--- src/rtl/mult_div_unit.sv ---
// Iterative 32-bit multiply/divide unit with architectural HI/LO registers.
// Operations take a fixed 33 cycles: 32 shift iterations, then a sign-fixup/writeback cycle.
module mult_div_unit (
   input  logic        clk,
   input  logic        reset,
   input  logic        start,
   input  logic [1:0]  op,
   input  logic [31:0] A,
   input  logic [31:0] B,
   input  logic        hi_we,
   input  logic        lo_we,
   input  logic [31:0] wdata,
   output logic        busy,
   output logic        done,
   output logic [31:0] HI,
   output logic [31:0] LO
);

   typedef enum logic [1:0] {IDLE, RUN, SIGN} state_t;

   state_t      state_q;
   logic [4:0]  count_q;
   logic        is_div_q, neg_q, rneg_q, dz_q;
   logic [31:0] a_raw_q, mcand_q;
   logic [31:0] acc_hi_q, acc_lo_q;
   logic [31:0] hi_q, lo_q;
   logic        busy_q, done_q;

   logic        a_neg, b_neg;
   logic [31:0] a_mag, b_mag;
   logic [32:0] mul_sum, div_shift, div_diff;
   logic [63:0] prod, prod_fix;
   logic [31:0] quo_fix, rem_fix;

   // op[0] selects signed; magnitudes feed an unsigned core
   assign a_neg = op[0] & A[31];
   assign b_neg = op[0] & B[31];
   assign a_mag = a_neg ? (~A + 32'd1) : A;
   assign b_mag = b_neg ? (~B + 32'd1) : B;

   assign mul_sum   = {1'b0, acc_hi_q} + (acc_lo_q[0] ? {1'b0, mcand_q} : 33'd0);
   assign div_shift = {acc_hi_q, acc_lo_q[31]};
   assign div_diff  = div_shift - {1'b0, mcand_q};

   assign prod     = {acc_hi_q, acc_lo_q};
   assign prod_fix = neg_q  ? (~prod + 64'd1) : prod;
   assign quo_fix  = neg_q  ? (~acc_lo_q + 32'd1) : acc_lo_q;
   assign rem_fix  = rneg_q ? (~acc_hi_q + 32'd1) : acc_hi_q;

   always_ff @(posedge clk) begin
      if (reset) begin
         state_q  <= IDLE;
         count_q  <= 5'd0;
         is_div_q <= 1'b0;
         neg_q    <= 1'b0;
         rneg_q   <= 1'b0;
         dz_q     <= 1'b0;
         a_raw_q  <= 32'd0;
         mcand_q  <= 32'd0;
         acc_hi_q <= 32'd0;
         acc_lo_q <= 32'd0;
         hi_q     <= 32'd0;
         lo_q     <= 32'd0;
         busy_q   <= 1'b0;
         done_q   <= 1'b0;
      end else begin
         done_q <= 1'b0;
         case (state_q)
            IDLE: begin
               if (hi_we) hi_q <= wdata;
               if (lo_we) lo_q <= wdata;
               if (start) begin
                  // multiply: acc_lo holds multiplier; divide: acc_lo holds dividend
                  is_div_q <= op[1];
                  neg_q    <= a_neg ^ b_neg;
                  rneg_q   <= a_neg;
                  dz_q     <= op[1] & (B == 32'd0);
                  a_raw_q  <= A;
                  mcand_q  <= op[1] ? b_mag : a_mag;
                  acc_hi_q <= 32'd0;
                  acc_lo_q <= op[1] ? a_mag : b_mag;
                  count_q  <= 5'd0;
                  busy_q   <= 1'b1;
                  state_q  <= RUN;
               end
            end
            RUN: begin
               if (is_div_q) begin
                  if (!div_diff[32]) begin
                     acc_hi_q <= div_diff[31:0];
                     acc_lo_q <= {acc_lo_q[30:0], 1'b1};
                  end else begin
                     acc_hi_q <= div_shift[31:0];
                     acc_lo_q <= {acc_lo_q[30:0], 1'b0};
                  end
               end else begin
                  {acc_hi_q, acc_lo_q} <= {mul_sum, acc_lo_q[31:1]};
               end
               count_q <= count_q + 5'd1;
               if (count_q == 5'd31) state_q <= SIGN;
            end
            SIGN: begin
               if (dz_q) begin
                  // divide by zero reports the raw dividend, not a sign-fixed one
                  hi_q <= a_raw_q;
                  lo_q <= 32'hFFFF_FFFF;
               end else if (is_div_q) begin
                  hi_q <= rem_fix;
                  lo_q <= quo_fix;
               end else begin
                  hi_q <= prod_fix[63:32];
                  lo_q <= prod_fix[31:0];
               end
               done_q  <= 1'b1;
               busy_q  <= 1'b0;
               state_q <= IDLE;
            end
            default: state_q <= IDLE;
         endcase
      end
   end

   assign busy = busy_q;
   assign done = done_q;
   assign HI   = hi_q;
   assign LO   = lo_q;

endmodule
--- config.mk ---
export PLATFORM = sky130hd
export DESIGN_NAME = mult_div_unit
export DESIGN_NICKNAME = d
export VERILOG_FILES = /design/src/rtl/mult_div_unit.sv
export SDC_FILE = /design/constraint.sdc
export NUM_CORES = 1
export LEC_CHECK = 0
export ABC_AREA = 1
export CELL_PAD_IN_SITES_DETAIL_PLACEMENT = 1
export CELL_PAD_IN_SITES_GLOBAL_PLACEMENT = 2
export CORE_MARGIN = 5
export CORE_UTILIZATION = 33
export DETAILED_ROUTE_END_ITERATION = 8
export GPL_TIMING_DRIVEN = 0
export PLACE_DENSITY = 0.95
export SYNTH_ARGS = -nofsm -noshare
export SYNTH_HDL_FRONTEND = slang
export SYNTH_SLANG_ARGS = --single-unit
--- constraint.sdc ---
create_clock -name clk -period 4.25 [get_ports clk]
set_input_delay 1.0625 -clock clk [delete_from_list [all_inputs] [get_ports clk]]
set_output_delay 1.0625 -clock clk [all_outputs]
set_load 0.02 [all_outputs]
# Yosys cells after proc, flatten, opt, wreduce, memory -nomap -nowiden
# Cells that the tools add are included.
[op_classes]
mux = 32
bitwise = 9
n_addsub = 8
eq_ne = 7
reduce_logical = 10
[ops]
columns = ["cell", "count"]
rows = [
  ["32-bit two-way mux", 18],
  ["32-bit one-hot mux with 2 select lines", 4],
  ["32-bit by 1-bit adder with 32-bit output (second input constant)", 4],
  ["32-bit NOT", 4],
  ["64-bit by 1-bit adder with 64-bit output (second input constant)", 1],
  ["64-bit two-way mux", 1],
  ["64-bit NOT", 1],
  ["32-bit by 32-bit adder with 33-bit output", 1],
  ["33-bit by 32-bit subtractor with 33-bit output", 1],
  ["32-bit logical NOT", 1],
  ["2-bit AND reduction", 6],
  ["5-bit one-hot mux with 2 select lines", 1],
  ["2-bit != test (second input constant)", 4],
  ["5-bit by 1-bit adder with 5-bit output (second input constant)", 1],
  ["5-bit equality test (second input constant)", 1],
  ["5-bit two-way mux", 1],
  ["2-bit two-way mux", 2],
  ["2-bit one-hot mux with 2 select lines", 1],
  ["2-bit nonzero test", 2],
  ["1-bit bitwise AND", 3],
  ["1-bit two-way mux", 3],
  ["2-bit by 1-bit equality test with 1-bit output (second input constant)", 1],
  ["2-bit equality test (second input constant)", 1],
  ["2-bit logical NOT", 1],
  ["other kinds (2)", 2],
]
[totals]
wordCells = 80
out_inout_bits = 66
reg_bits = 205
in_bits = 103

# Depth between registers and ports, before layout
[logic_depth]
ltp_word = 6
ltp_mapped = 19
depth_no_buf = 18

# Worst setup path after synthesis
# Ideal clock, no wire load.
[synth_path]
path_type = "input to register"
startpoint = "input port B[0]"
endpoint = "register mcand_q[30]"
arrival_ns = 2.566
n_path_buf = 0
required_ns = 4.193
stages = 13
setup_time_ns = 0.057
setup_slack_ns = 1.628
cell_sequence = "inv_1 ha_1 nand3_1 nor2_1 nand2_1 nor3_1 xnor2_1 nand2_1 nand2_1 nand2_1 o211ai_1 nand2_1 inv_1"
[synth_between]
elab_chain_cells = 4
[synth_lines]
columns = ["item", "line_no", "rtl"]
rows = [
  ["start, declared", "9", "input logic [31:0] B,"],
  ["32-bit NOT", "39", "assign b_mag = b_neg ? (~B + 32'd1) : B;"],
  ["32-bit by 1-bit adder with 32-bit output", "39", ""],
  ["32-bit two-way mux", "39", ""],
  ["32-bit two-way mux", "79", "mcand_q <= op[1] ? b_mag : a_mag;"],
  ["end signal, assigned", "79", ""],
  ["end, declared", "24", "logic [31:0] a_raw_q, mcand_q;"],
]
# Every way passes these cells.
# A chain may end at the register's enable or synchronous reset.

# Worst setup path in the final report
[layout_path]
startpoint = "register acc_lo_q[0]"
endpoint = "register acc_hi_q[27]"
[layout_between]
elab_chain_cells = 4
[layout_lines]
columns = ["item", "line_no", "rtl"]
rows = [
  ["start, declared", "25", "logic [31:0] acc_hi_q, acc_lo_q;"],
  ["start signal, assigned", "81", "acc_lo_q <= op[1] ? a_mag : b_mag;"],
  ["start signal, assigned", "91", "acc_lo_q <= {acc_lo_q[30:0], 1'b1};"],
  ["start signal, assigned", "94", "acc_lo_q <= {acc_lo_q[30:0], 1'b0};"],
  ["32-bit two-way mux", "41", "assign mul_sum = {1'b0, acc_hi_q} + (acc_lo_q[0] ? {1'b0, mcand_q} : 33'd0);"],
  ["32-bit by 32-bit adder with 33-bit output", "41", ""],
  ["32-bit two-way mux", "88", "if (is_div_q) begin"],
  ["32-bit one-hot mux with 2 select lines", "68", "case (state_q)"],
  ["end signal, assigned", "90", "acc_hi_q <= div_diff[31:0];"],
  ["end signal, assigned", "93", "acc_hi_q <= div_shift[31:0];"],
  ["end signal, assigned", "97", "{acc_hi_q, acc_lo_q} <= {mul_sum, acc_lo_q[31:1]};"],
  ["end, declared", "25", ""],
]
# Every way passes these cells.

==> impl_metrics.toml <==
[run_status]
outcome = "finished, final reports clean"

[final_layout]
drive_gt1_share_pct = 3.51
register_area_um2 = 4100
multiInputGateArea_um2 = 12800
design_area_um2 = 22600
fillers = 7969
final_util_pct = 39.3
synthToLayoutAreaGrowth_pct = 18.3
num-nets-final = 3771

[critical_path]
worst_path_max_delay_cell = "nor2_1"
critPathKind = "reg -> reg"
arrival_ps = 3930
max_stage_delay_ps = 440
path_max_fanout = 10
cp-end-kind = "flip-flop"
path_cells = "buf_2 > clkbuf_1 > nand2_1 > inv_1 > ha_1 > nand2_1 > inv_1 > a21oi_1 > nor2_1 > nor2_1 > nor2_1 > nor2_1 > a21oi_1 > nor2_1 > nor2_1 > nand2_1 > a21oi_1"
setup.worst_path.start_class = "flip-flop"
cp_common_cell = "nor2_1"
cp.required_ps = 4640

[synthesis]
synth_area_leaders = "dfxtp_1, nand2_1, a21oi_1"
ys_warn_count = 0
ys.flop_type = "dfxtp_1"
synth_top_family_by_area = "simple AND/OR/NAND/NOR gates"
synth_top_area_share_pct = 21.4
synth-simple-area-share_pct = 37.5
synth_area_leader_cell = "dfxtp_1"
synth_edf_count = 0
synth_most_common_cell = "nand2_1"
muxShareOfSynthArea_pct = 0
yosys-top-cells-count = "nand2_1, inv_1, nor2_1"
synth_fa_ha_area_share_pct = 4.79
yosysSeqAreaShare_pct = 21.4
syn_area_per_cell_um2 = 5.62
syn_area_um2 = 19100
syn_inst = 3402
async_flop_share_pct = 0
synth-compound-area-share_pct = 21.5
synth_xor_xnor_area_share_pct = 2.93
synth-seq-cells = 205
synth_nets = 3577
synthDistinctLibCells = 53

[detailed_routing]
vias = 24701
ant_nets = 0
drtIter0Drc = 2398
via_per_inst = 5.64
drc = 0
dr.pass1.iters = 5
wl_per_cell_um = 23.8
wirelength_um = 104000

[placement]
place.detailed.hpwl_um = 86900
placed_cell_area_um2 = 21800
portBuffers = 167
gp_congestion = 1.05

[pwr]
comb_power_share_pct = 39.8
sw_frac_of_total_pct = 42.7
totalPowerFinal_mw = 7.59
p_int_mw = 4.34
pwr-share-seq_pct = 30.2
vdd_ir_drop_max_mv = 0.216
leakage_nw = 10.7
clkPwrFrac_pct = 30.0
power.density_nw_per_um2 = 335
power.net_switching_mw = 3.24

[clock_tree]
clk_latency_ps = 550
path_clk_slew_ps = 70
cts.sinks = 205
cts_setup_buffers = 0
cts_tree = "built"
numCtsBuffers = 25
htreeDepth = 1
clock_path_buffers = 3
ctsResizeCount = 0
root_buffer = "clkbuf_16"
cts_hold_buf = 0

[timing]
maxClockFrequency_mhz = 283
hold_viol_final = 0
finalCritPeriodShare_pct = 83.2
timing.final.crit_period_ps = 3540
fin_tns_setup_ps = 0
rsz0062_at_grt = "false"
skew_ps = 13.6
slew_viol_final = 0
relSlewSlack_pct = 35.7
report.final.setup_viol = 0
worst_slew_pin_slew_ps = 954

[grt]
grt_use_total_pct = 31.2
grt_antenna_before_repair = 2
grt_max_degree = 13
grt-ovfl-total = 0
first_global_vias = 23686
grt_pass1_wl_um = 151000

[die]
die_h_um = 251
start_util_pct = 33.2
die_x_um = 251
core_region_area_um2 = 57600
rows = 88
pin_count = 169
dieArea_um2 = 62900

[worst_hold_path]
hold_path_class = "reg -> reg"

[run]
max_cap_viol_count = 0
power by group through the flow:
stage | logic [mW] | clock network, mW | registers, mW
after global routing | 3.24 | 2.34 | 2.30
after detailed placement | 2.91 | 0 | 2.32
after floorplan | 1.76 | 0 | 2.28
after CTS | 2.93 | 2.26 | 2.28
after global placement | 2.86 | 0 | 2.31
final | 3.02 | 2.28 | 2.29
stage by stage:
stage / instances / setup WS (ps) / hold WS, ps
global route: 4379 / 545 / 501
floorplan: 3402 / 1630 / 430
CTS: 4379 / 859 / 467
finish: 4380 / 715 / 472
global placement: 4334 / 336 / 453
detailed placement: 4334 / 324 / 457
state kept, by name (all words and copies together) (netlist names), 2 cells and up:
signal and cells:
acc_hi_q 32, count_q 5, acc_lo_q 32, HI 32, a_raw_q 32, mcand_q 32, LO 32, state_q 2
layout by cell type (no fill, tap or decap), types with 16 or more instances in the layout:
master / synthesis / final
nand2_1: 891 / 891
inv_1: 427 / 427
nor2_1: 369 / 369
a21oi_1: 350 / 350
o21ai_0: 319 / 319
nand3_1: 283 / 283
dfxtp_1: 205 / 205
clkdlybuf4s50_1: 0 / 167
clkbuf_1: 115 / 117
ha_1: 70 / 70
xor2_1: 48 / 48
nor3_1: 34 / 34
nand4_1: 33 / 33
clkbuf_16: 0 / 25
o211ai_1: 24 / 24
buf_1: 18 / 18
nand3b_1: 18 / 18
nand2_2: 16 / 16
xnor2_1: 16 / 16
a31oi_1: 16 / 16
cell type report:
type | instances | area share [%]
Clock inverter | 10 | 0.520
Antenna cell | 1 | 0.0111
Tap cell | 765 | 4.23
Timing Repair Buffer | 167 | 7.39
Inverter | 440 | 7.30
Sequential cell | 205 | 18.1
Clock buffer | 35 | 3.28
Multi-Input combinational cell | 2608 | 56.4
Buffer | 149 | 2.70
routing by layer:
layer  GRT usage (%)  vias to the layer above  part of all wire (%)  wire [µm]
li1                -                    11469                     -          -
met1            43.3                    11832                    44      45600
met2            48.8                     1157                    43      45000
met3            5.01                      239                   8.7       9050
met4            12.0                        4                   4.5       4700
met5               0                        -                 0.020         21
final timing paths:
kind	to	startpoint	cells after the start	slack, ps
hold / removal	a_raw_q[31]	a_raw_q[31]	2	470
setup / recovery	acc_hi_q[27]	acc_lo_q[0]	17	710
hold reg to reg	a_raw_q[31]	a_raw_q[31]	2	470
setup reg to reg	acc_hi_q[27]	acc_lo_q[0]	17	710
kinds of logic (layout without fill, tap and decap cells):
kind of cell / count (synthesis) / in the layout
adder cells (fa/ha/maj): 72 / 72
AO/OA/AOI/OAI: 776 / 776
other: 0 / 1
AND/OR/NAND/NOR: 1696 / 1696
XOR/XNOR: 64 / 64
buffers and inverters: 589 / 801
flip-flops: 205 / 205
worst max-delay path: cells and delay by family (launching register included):
kind                     cells  cell delay, ps
AND/OR/NAND/NOR              9            1450
buffers and inverters        4             830
AO/OA/AOI/OAI                3             450
flip-flops                   1             320
adder cells (fa/ha/maj)      1             300
(Power assumes the default switching activity.)
